`src/rtl/alu_pkg.sv`:
```
//------------------------------------------------------------------------------
// Module   : alu_pkg
// Brief    : Shared ALU constants: shift-op encodings and datapath widths.
// Revision : 1.0  initial release
//------------------------------------------------------------------------------
`default_nettype none

package alu_pkg;

    localparam int WIDTH   = 32;
    localparam int SHAMT_W = 5;

    localparam logic [1:0] ALUC_SRA = 2'b00;
    localparam logic [1:0] ALUC_SRL = 2'b01;
    localparam logic [1:0] ALUC_SLA = 2'b10;
    localparam logic [1:0] ALUC_SLL = 2'b11;

endpackage : alu_pkg

`default_nettype wire

```
`src/rtl/shift_stage.sv`:
```
//------------------------------------------------------------------------------
// Module   : shift_stage
// Brief    : One log-shifter stage; shifts by SHIFT when enabled, else passes.
// Revision : 1.0  initial release
//------------------------------------------------------------------------------
`default_nettype none

module shift_stage
    import alu_pkg::*;
#(
    parameter int SHIFT = 1
) (
    input  logic [WIDTH-1:0] din,
    input  logic             en,
    input  logic             dir_left,
    input  logic             fill,
    output logic [WIDTH-1:0] dout
);

    logic [WIDTH-1:0] w_left;
    logic [WIDTH-1:0] w_right;

    assign w_left  = {din[WIDTH-1-SHIFT:0], {SHIFT{1'b0}}};
    assign w_right = {{SHIFT{fill}}, din[WIDTH-1:SHIFT]};

    always_comb begin
        dout = din;
        if (en) begin
            dout = dir_left ? w_left : w_right;
        end
    end

endmodule : shift_stage

`default_nettype wire

```
`src/rtl/barrel_shifter_32.sv`:
```
//------------------------------------------------------------------------------
// Module   : barrel_shifter_32
// Brief    : 32-bit SRA/SRL/SLL barrel shifter with a registered result.
// Revision : 1.0  initial release
//------------------------------------------------------------------------------
`default_nettype none

module barrel_shifter_32
    import alu_pkg::*;
(
    input  logic               clk,
    input  logic               rst,
    input  logic [WIDTH-1:0]   a,
    input  logic [SHAMT_W-1:0] b,
    input  logic [1:0]         aluc,
    output logic [WIDTH-1:0]   c
);

    logic [WIDTH-1:0] w_stage [0:SHAMT_W];
    logic             w_dir_left;
    logic             w_fill;
    logic             w_bypass;
    logic [WIDTH-1:0] w_c_next;

    // An unrecognised aluc (X/Z in simulation) selects the bypass path so
    // the register captures the operand unchanged.
    always_comb begin
        w_dir_left = 1'b0;
        w_fill     = 1'b0;
        w_bypass   = 1'b0;
        case (aluc)
            ALUC_SRA: w_fill     = a[WIDTH-1];
            ALUC_SRL: w_fill     = 1'b0;
            ALUC_SLA: w_dir_left = 1'b1;
            ALUC_SLL: w_dir_left = 1'b1;
            default:  w_bypass   = 1'b1;
        endcase
    end

    assign w_stage[0] = a;

    for (genvar k = 0; k < SHAMT_W; k++) begin : g_stage
        shift_stage #(
            .SHIFT (1 << k)
        ) u_stage (
            .din      (w_stage[k]),
            .en       (b[k]),
            .dir_left (w_dir_left),
            .fill     (w_fill),
            .dout     (w_stage[k+1])
        );
    end

    assign w_c_next = w_bypass ? a : w_stage[SHAMT_W];

    always_ff @(posedge clk) begin
        if (rst) begin
            c <= '0;
        end else begin
            c <= w_c_next;
        end
    end

endmodule : barrel_shifter_32

`default_nettype wire

```
`config.mk`:
```
export PLATFORM = sky130hd
export DESIGN_NAME = barrel_shifter_32
export DESIGN_NICKNAME = d
export VERILOG_FILES = /design/src/rtl/alu_pkg.sv /design/src/rtl/shift_stage.sv /design/src/rtl/barrel_shifter_32.sv
export SDC_FILE = /design/constraint.sdc
export NUM_CORES = 1
export LEC_CHECK = 0
export CAP_MARGIN = 20
export CORE_UTILIZATION = 59
export DETAILED_ROUTE_END_ITERATION = 7
export PLACE_DENSITY = 0.93
export SYNTH_ARGS = -nofsm -noshare
export SYNTH_HDL_FRONTEND = slang
export SYNTH_HIERARCHICAL = 1
export SYNTH_SLANG_ARGS = --single-unit
```
`constraint.sdc`:
```
create_clock -name clk -period 5.6 [get_ports clk]
set_input_delay 1.12 -clock clk [delete_from_list [all_inputs] [get_ports clk]]
set_output_delay 1.12 -clock clk [all_outputs]
set_load 0.02 [all_outputs]
```
Yosys cells after proc, flatten, opt, wreduce, memory -nomap -nowiden
Cells that the tools add are included. Widths: inputs -> output; s select.

Word-level logic and storage cells: 17. Output and inout port bits: 32. Bits in registers: 32.

Reduce and logical (&&, ||, !) cells: 2. Eq/ne operators: 2. Muxes and demuxes: 12.

Operator list (count): $mux 32 (10); $eq 2x2->1 const B (2); $logic_not 2->1 (1); $mux 1 (2); $reduce_or 2->1 (1).

Depth between registers and ports, before layout
Gate-level depths: netlist (run 1).

Word-level depth: 13. Mapped depth: 14.

Modules after synthesis
The synthesis (run 1) kept the hierarchy.

Modules (own cells, without submodules): barrel_shifter_32 (area each 874.6 µm², cells each 69, sequential area each 640.6 µm², times used 1); shift_stage at g_stage[0].u_stage (area each 704.4 µm², cells each 107, sequential area each 0.0 µm², times used 1); shift_stage at g_stage[1].u_stage (area each 694.4 µm², cells each 105, sequential area each 0.0 µm², times used 1); shift_stage at g_stage[2].u_stage (area each 631.9 µm², cells each 99, sequential area each 0.0 µm², times used 1); shift_stage at g_stage[4].u_stage (area each 631.9 µm², cells each 79, sequential area each 0.0 µm², times used 1); shift_stage at g_stage[3].u_stage (area each 586.8 µm², cells each 93, sequential area each 0.0 µm², times used 1).

Worst setup path before layout (run 1)
OpenSTA, ideal clock, no wires.

Kind: input port to flip-flop. From: input aluc[1]. To: register c[25]. Data required time: 5.535 ns. Arrival time: 3.369 ns. Slack: 2.166 ns. Stages on the path: 12. Path buffers: 0. Cell sequence: nor3b_1 > mux2i_1 > a21oi_1 > mux2i_1 > a21oi_1 > mux2i_1 > a21oi_1 > nor2_1 > a31oi_1 > nor2_1 > a31oi_4 > nor2b_1.

RTL lines: start, declared (RTL line barrel_shifter_32.sv:15) `input logic [1:0] aluc,`; end signal, assigned (RTL line barrel_shifter_32.sv:60) `c <= w_c_next;`; end, declared (RTL line barrel_shifter_32.sv:16) `output logic [WIDTH-1:0] c`.

==> run_summary.xml, run 1 <==
<?xml version="1.0" encoding="UTF-8"?>
<metrics>
  <group name="worst_setup_path">
    <metric name="crit_path_max_fanout" unit="">97</metric>
    <metric name="critical_path_arrival" unit="ns">4.24</metric>
    <metric name="required" unit="ns">5.82</metric>
    <metric name="setup.worst_path.start" unit="">aluc[1]</metric>
    <metric name="setup.worst_path.class" unit="">input port to register</metric>
    <metric name="end_kind" unit="">register</metric>
    <metric name="critical_path_start_type" unit="">input port</metric>
  </group>
  <group name="yosys">
    <metric name="synth_top_cells_by_area" unit="">sky130_fd_sc_hd__mux2i_1 (25%), sky130_fd_sc_hd__dfxtp_1 (16%), sky130_fd_sc_hd__a21oi_1 (13%)</metric>
    <metric name="syn-instance-count" unit="">552</metric>
    <metric name="yosysTopAreaCell" unit="">sky130_fd_sc_hd__mux2i_1</metric>
    <metric name="postSynthNetCount" unit="">593</metric>
    <metric name="yosysSeqAreaShare" unit="%">15.5</metric>
    <metric name="mean_post_synth_cell_area" unit="um^2">7.47</metric>
    <metric name="ys.flop_type" unit="">sky130_fd_sc_hd__dfxtp_1</metric>
    <metric name="most_frequent_cell_after_synthesis" unit="">sky130_fd_sc_hd__nor2_1</metric>
    <metric name="ys_ff_latch" unit="">32</metric>
    <metric name="synth_cell_types" unit="">23</metric>
    <metric name="synth-edff-count" unit="">0</metric>
    <metric name="synth-async-reset-ratio" unit="%">0</metric>
    <metric name="synth_commonest_cells" unit="">sky130_fd_sc_hd__nor2_1 (129), sky130_fd_sc_hd__a21oi_1 (105), sky130_fd_sc_hd__mux2i_1 (105)</metric>
    <metric name="yosysWarningCount" unit="">6</metric>
    <metric name="yosysTopAreaCellShare" unit="%">25.5</metric>
    <metric name="syn_area" unit="um^2">4120</metric>
  </group>
  <group name="final_layout">
    <metric name="top_register" unit="">c</metric>
    <metric name="finish.cell_count_without_fillers" unit="">662</metric>
    <metric name="n_antenna_cell" unit="">0</metric>
    <metric name="layout-drive-gt1-share" unit="%">5.15</metric>
    <metric name="flow.area_growth_from_synthesis" unit="%">12.0</metric>
    <metric name="num-nets-final" unit="">622</metric>
    <metric name="largestRegisters" unit="">c: 32 flops</metric>
    <metric name="utilization_after_layout" unit="%">68.4</metric>
    <metric name="flip_flop_count_of_the_largest_register_all_copies_and_words_added" unit="">32</metric>
  </group>
  <group name="sta">
    <metric name="final-hold-violation-count" unit="">0</metric>
    <metric name="worst_pin_slew" unit="ns">1.01</metric>
    <metric name="grt_setup_unrepaired" unit="">false</metric>
    <metric name="finalWorstPathRequiredPeriod" unit="ns">4.02</metric>
    <metric name="layout_worst_path_cycle_share" unit="%">71.8</metric>
    <metric name="timing_max_transition_violations_final" unit="">0</metric>
    <metric name="setup_slack" unit="ns">1.58</metric>
    <metric name="timing.final.setup_violations" unit="">0</metric>
    <metric name="final.setup.tns" unit="ns">0</metric>
    <metric name="max_clock_freq" unit="MHz">249</metric>
    <metric name="maxSlewHeadroom" unit="%">32.9</metric>
  </group>
  <group name="cts">
    <metric name="post-cts-setup-buffer-count" unit="">0</metric>
    <metric name="sink_count_of_the_clock_tree" unit="">32</metric>
    <metric name="max-clock-path-buffers" unit="">2</metric>
    <metric name="cts_tree" unit="">done</metric>
    <metric name="cts-htree-levels" unit="">2</metric>
    <metric name="cts_inserted_buffers" unit="">5</metric>
    <metric name="clk_transition_reported_paths" unit="ns">0.06</metric>
    <metric name="cts-hold-fix-buffers" unit="">0</metric>
    <metric name="root_buffer" unit="">sky130_fd_sc_hd__clkbuf_8</metric>
    <metric name="cts_resized" unit="">0</metric>
  </group>
  <group name="power_and_ir_drop">
    <metric name="power_per_standard_cell_area" unit="nW/um^2">200</metric>
    <metric name="ir_worst_vdd" unit="mV">0.0981</metric>
    <metric name="power.static_leakage" unit="uW">0.00200</metric>
  </group>
  <group name="place">
    <metric name="gp_congestion" unit="">0.926</metric>
    <metric name="dp.cells" unit="">653</metric>
    <metric name="port_buffers" unit="">72</metric>
    <metric name="detailed_place_hpwl" unit="um">7460</metric>
    <metric name="place_ws" unit="ns">1.37</metric>
  </group>
  <group name="global_routing">
    <metric name="pin_count_of_the_biggest_net_entering_global_routing" unit="">98</metric>
    <metric name="number_of_global_route_vias_before_repair" unit="">3499</metric>
    <metric name="number_of_antenna_violations_at_the_first_check_in_global_routing" unit="">0</metric>
    <metric name="gr-total-overflow" unit="">0</metric>
    <metric name="gr-usage-all-layers" unit="%">27.5</metric>
    <metric name="grt_pass1_wl" unit="um">16400</metric>
  </group>
  <group name="die">
    <metric name="core_area" unit="um^2">6760</metric>
    <metric name="area_of_the_die" unit="um^2">7330</metric>
    <metric name="initial_utilization" unit="%">61.0</metric>
    <metric name="num_io_pins" unit="">73</metric>
    <metric name="rows" unit="">30</metric>
    <metric name="dieWidth" unit="um">85.6</metric>
    <metric name="die_h" unit="um">85.6</metric>
  </group>
  <group name="detailed_routing">
    <metric name="num_vias" unit="">3991</metric>
    <metric name="final_antenna_net_count" unit="">0</metric>
    <metric name="first_iter_violations" unit="">382</metric>
    <metric name="drcViolationCount" unit="">0</metric>
    <metric name="wl_per_cell" unit="um">15.1</metric>
    <metric name="via_per_inst" unit="">6.03</metric>
    <metric name="wl" unit="um">10000</metric>
    <metric name="first_pass_iters" unit="">5</metric>
  </group>
  <group name="min_path">
    <metric name="holdCritPathClass" unit="">input port to register</metric>
    <metric name="timing.hold.worst.start" unit="">aluc[1]</metric>
  </group>
  <group name="flow_run">
    <metric name="max_cap_viol_count" unit="">0</metric>
  </group>
  <group name="outcome">
    <metric name="status" unit="">finished clean</metric>
  </group>
</metrics>
worst max-delay path, stage by stage:
cell	delay, ns
sky130_fd_sc_hd__buf_6	0.72
sky130_fd_sc_hd__mux2i_1	0.16
sky130_fd_sc_hd__a21oi_1	0.30
sky130_fd_sc_hd__mux2i_1	0.12
sky130_fd_sc_hd__a21oi_1	0.37
sky130_fd_sc_hd__mux2i_1	0.13
sky130_fd_sc_hd__a21oi_1	0.34
sky130_fd_sc_hd__mux2i_1	0.12
sky130_fd_sc_hd__a21oi_1	0.36
sky130_fd_sc_hd__nor2_1	0.09
sky130_fd_sc_hd__a31oi_1	0.21
sky130_fd_sc_hd__nor2b_1	0.15
routing by layer:
metal	GRT usage [%]	vias to the layer above	part of all wire (%)
li1	-	2010	-
met1	35.6	1802	43
met2	47.9	155	49
met3	3.56	24	6.4
met4	7.88	0	1.9
met5	0	-	0
placed cells by master (no fill, tap or decap), drive strengths merged:
master	netlist	final
and2b	1	1
inv	6	6
nor3b	1	1
dfxtp	32	32
nor2	129	129
nand3b	2	2
clkbuf	9	6
a21oi	105	105
bufinv	0	1
nand2b	2	2
buf	46	9
clkinv	0	1
a22o	29	29
nor2b	35	35
o21ai	2	2
a31oi	24	24
nand2	24	24
clkdlybuf4s50	0	68
mux2i	105	105
power breakdown:
group | leakage [uW] | total [uW] | switching [uW] | internal, uW
clock network | 0.0000552 | 210 | 77.9 | 132
logic | 0.00168 | 458 | 259 | 199
registers | 0.000266 | 254 | 5.64 | 249
total | 0.00200 | 922 | 342 | 580
worst paths after layout:
kind	slack, ns	cells after the start	endpoint
setup / recovery	1.58	12	c[18]
hold / removal	1.63	4	c[19]
stage by stage:
step | hold slack [ns] | cell area, um^2 | power, uW
finish | 1.63 | 4620 | 922
global route | 1.67 | 4620 | 975
CTS | 1.61 | 4610 | 917
detailed placement | 1.90 | 4500 | 707
global placement | 1.88 | 4500 | 695
floorplan | 1.19 | 4120 | 598
cell type report:
class                      instances  area [um^2]
clock buffer                       6         72.6
clock inverter                     2         35.0
fill                             551         2140
inverter                           6         22.5
multi-input combinational        459         3000
sequential                        32          641
tap                               80          100
timing repair buffer              77          748
kinds of logic (layout without fill, tap and decap cells):
| family | count (synthesis) | after routing | share of synthesized area, % |
|---|---|---|---|
| buffers and inverters | 61 | 91 | 11.7 |
| and+or+nand+nor | 194 | 194 | 20.8 |
| muxes | 105 | 105 | 25.5 |
| AOI/OAI and AO/OA | 160 | 160 | 26.4 |
| DFF | 32 | 32 | 15.5 |
(Power assumes the default switching activity.)
==> inputs of run 2 (changes only) <==
--- a/config.mk
+++ b/config.mk
@@ -6,9 +6,9 @@
 export NUM_CORES = 1
 export LEC_CHECK = 0
 export CAP_MARGIN = 20
-export CORE_UTILIZATION = 59
+export CORE_UTILIZATION = 55
 export DETAILED_ROUTE_END_ITERATION = 7
-export PLACE_DENSITY = 0.93
+export PLACE_DENSITY = 0.88
 export SYNTH_ARGS = -nofsm -noshare
 export SYNTH_HDL_FRONTEND = slang
 export SYNTH_HIERARCHICAL = 1
==> constraint.sdc (replaced) <==
create_clock -name clk -period 4 [get_ports clk]
set_input_delay 0.8 -clock clk [delete_from_list [all_inputs] [get_ports clk]]
set_output_delay 0.8 -clock clk [all_outputs]
set_load 0.02 [all_outputs]
==> run_summary.xml, run 2 (synthesized netlist as in run 1, its figures left out) <==
<?xml version="1.0" encoding="UTF-8"?>
<metrics>
  <group name="outcome">
    <metric name="status" unit="">finished clean</metric>
  </group>
  <group name="sta">
    <metric name="grt_setup_unrepaired" unit="">false</metric>
    <metric name="worst_pin_slew" unit="ns">0.889</metric>
    <metric name="final-hold-violation-count" unit="">0</metric>
    <metric name="layout_worst_path_cycle_share" unit="%">85.9</metric>
    <metric name="maxSlewHeadroom" unit="%">40.7</metric>
    <metric name="timing.final.setup_violations" unit="">0</metric>
    <metric name="finalWorstPathRequiredPeriod" unit="ns">3.44</metric>
    <metric name="setup_slack" unit="ns">0.564</metric>
    <metric name="max_clock_freq" unit="MHz">291</metric>
    <metric name="final.setup.tns" unit="ns">0</metric>
    <metric name="timing_max_transition_violations_final" unit="">0</metric>
  </group>
  <group name="worst_setup_path">
    <metric name="required" unit="ns">4.21</metric>
    <metric name="cpMaxStageDelayCell" unit="">sky130_fd_sc_hd__buf_2</metric>
    <metric name="crit_path_max_fanout" unit="">38</metric>
    <metric name="critical_path_arrival" unit="ns">3.64</metric>
    <metric name="setup.worst_path.class" unit="">input port to register</metric>
    <metric name="critical_path.cell_chain" unit="">buf_2, buf_12, nor2_1, a21oi_1, mux2i_1, a21oi_1, mux2i_1, a21oi_1, mux2i_1, a21oi_1, nand2_1, a31oi_4, nor2b_1</metric>
    <metric name="end_kind" unit="">register</metric>
    <metric name="critPathMostFrequentCell" unit="">sky130_fd_sc_hd__a21oi_1</metric>
    <metric name="worst_path_dominant_cell_family" unit="">compound AO/OA/AOI/OAI gates</metric>
    <metric name="critical_path_buf_inv_count" unit="">2</metric>
    <metric name="critical_path_start_type" unit="">input port</metric>
    <metric name="critPathMaxStageDelay" unit="ns">0.47</metric>
  </group>
  <group name="die">
    <metric name="initial_utilization" unit="%">56.9</metric>
    <metric name="die_h" unit="um">88.6</metric>
    <metric name="area_of_the_die" unit="um^2">7850</metric>
    <metric name="dieWidth" unit="um">88.6</metric>
    <metric name="core_area" unit="um^2">7250</metric>
    <metric name="num_io_pins" unit="">73</metric>
    <metric name="rows" unit="">31</metric>
  </group>
  <group name="cts">
    <metric name="max-clock-path-buffers" unit="">2</metric>
    <metric name="cts_tree" unit="">done</metric>
    <metric name="post-cts-setup-buffer-count" unit="">0</metric>
    <metric name="cts_inserted_buffers" unit="">5</metric>
    <metric name="cts-hold-fix-buffers" unit="">0</metric>
    <metric name="clk_transition_reported_paths" unit="ns">0.06</metric>
    <metric name="sink_count_of_the_clock_tree" unit="">32</metric>
    <metric name="root_buffer" unit="">sky130_fd_sc_hd__clkbuf_8</metric>
    <metric name="cts-htree-levels" unit="">2</metric>
    <metric name="cts_resized" unit="">0</metric>
  </group>
  <group name="place">
    <metric name="place_ws" unit="ns">0.340</metric>
    <metric name="port_buffers" unit="">72</metric>
    <metric name="gp_congestion" unit="">0.895</metric>
    <metric name="postPlaceCellArea" unit="um^2">4560</metric>
    <metric name="detailed_place_hpwl" unit="um">7680</metric>
  </group>
  <group name="final_layout">
    <metric name="final_cell_mix" unit="">sky130_fd_sc_hd__nor2_1 (129), sky130_fd_sc_hd__mux2i_1 (105), sky130_fd_sc_hd__a21oi_1 (105), sky130_fd_sc_hd__clkdlybuf4s50_1 (68), sky130_fd_sc_hd__nor2b_1 (34)</metric>
    <metric name="n_antenna_cell" unit="">0</metric>
    <metric name="top_register" unit="">c</metric>
    <metric name="utilization_after_layout" unit="%">65.0</metric>
    <metric name="most_common_cell_after_layout_fill_and_taps_aside" unit="">sky130_fd_sc_hd__nor2_1</metric>
    <metric name="flow.area_growth_from_synthesis" unit="%">14.4</metric>
    <metric name="postLayoutCellArea" unit="um^2">4720</metric>
    <metric name="num-fill-cells" unit="">629</metric>
    <metric name="num-nets-final" unit="">624</metric>
    <metric name="largestRegisters" unit="">c: 32 flops</metric>
    <metric name="layout-drive-gt1-share" unit="%">5.65</metric>
    <metric name="flip_flop_count_of_the_largest_register_all_copies_and_words_added" unit="">32</metric>
  </group>
  <group name="global_routing">
    <metric name="met3_usage" unit="%">2.61</metric>
    <metric name="grt_pass1_wl" unit="um">16400</metric>
    <metric name="number_of_global_route_vias_before_repair" unit="">3525</metric>
    <metric name="number_of_antenna_violations_at_the_first_check_in_global_routing" unit="">0</metric>
    <metric name="pin_count_of_the_biggest_net_entering_global_routing" unit="">82</metric>
    <metric name="gr-usage-all-layers" unit="%">26.5</metric>
    <metric name="met1_use_gr" unit="%">33.9</metric>
    <metric name="grt_util_met2" unit="%">47.3</metric>
    <metric name="gr-total-overflow" unit="">0</metric>
    <metric name="global_route.peak_usage_layer" unit="">met2</metric>
  </group>
  <group name="detailed_routing">
    <metric name="first_iter_violations" unit="">338</metric>
    <metric name="wl" unit="um">10200</metric>
    <metric name="wl_per_cell" unit="um">15.0</metric>
    <metric name="first_pass_iters" unit="">5</metric>
    <metric name="final_antenna_net_count" unit="">0</metric>
    <metric name="num_vias" unit="">4007</metric>
    <metric name="drcViolationCount" unit="">0</metric>
    <metric name="via_per_inst" unit="">5.87</metric>
  </group>
  <group name="power_and_ir_drop">
    <metric name="power.static_leakage" unit="uW">0.00203</metric>
    <metric name="power_per_standard_cell_area" unit="nW/um^2">284</metric>
    <metric name="ir_worst_vdd" unit="mV">0.151</metric>
  </group>
  <group name="min_path">
    <metric name="holdCritPathClass" unit="">input port to register</metric>
  </group>
  <group name="flow_run">
    <metric name="max_cap_viol_count" unit="">0</metric>
  </group>
</metrics>
run 2: changes by cell type in the layout (fill, tap and decap cells not counted), sizes merged:
cell,previous run,this run
buf,9,11
clkbuf,6,7
clkinv,1,0
run 2: metal layers:
layer  routed length, um  vias to the layer above
met4                 229                        0
met1                4500                     1834
li1                    -                     2001
met5                   0                        -
met3                 598                       27
met2                4900                      145
run 2: area by class of cell:
type / instances / area [um^2] / area share, %
clock buffers: 7 / 96.3 / 2.04
clock inverters: 1 / 30.0 / 0.637
inverters: 6 / 22.5 / 0.477
multi-input cells: 459 / 3000 / 63.6
flip-flops and latches: 32 / 641 / 13.6
well taps: 99 / 124 / 2.63
repair buffers: 79 / 805 / 17.1
run 2: path summary, 6_finish.rpt:
check                 cells past startpoint  from    end  slack, ns
worst max-delay path                     13  b[0]  c[25]       0.56
worst min-delay path                      3  b[4]  c[29]       1.03
run 2: stage by stage:
stage | power [uW] | hold slack (ns) | std cells
after floorplan | 837 | 0.872 | 552
after global placement | 982 | 1.29 | 674
after detailed placement | 996 | 1.32 | 674
after CTS | 1330 | 1.04 | 682
after global routing | 1410 | 1.09 | 683
final | 1340 | 1.03 | 683
run 2: power breakdown:
part	total (uW)	switching (uW)	internal (uW)
clock	335	115	220
sequential	357	8.60	348
combinational	647	364	283
total	1340	487	851
run 2: tightest hold or removal path: cells and delay by family:
family | cells | cell delay [ns]
and+or+nand+nor | 1 | 0.12
buffers and inverters | 1 | 0.20
AOI/OAI and AO/OA | 1 | 0.15
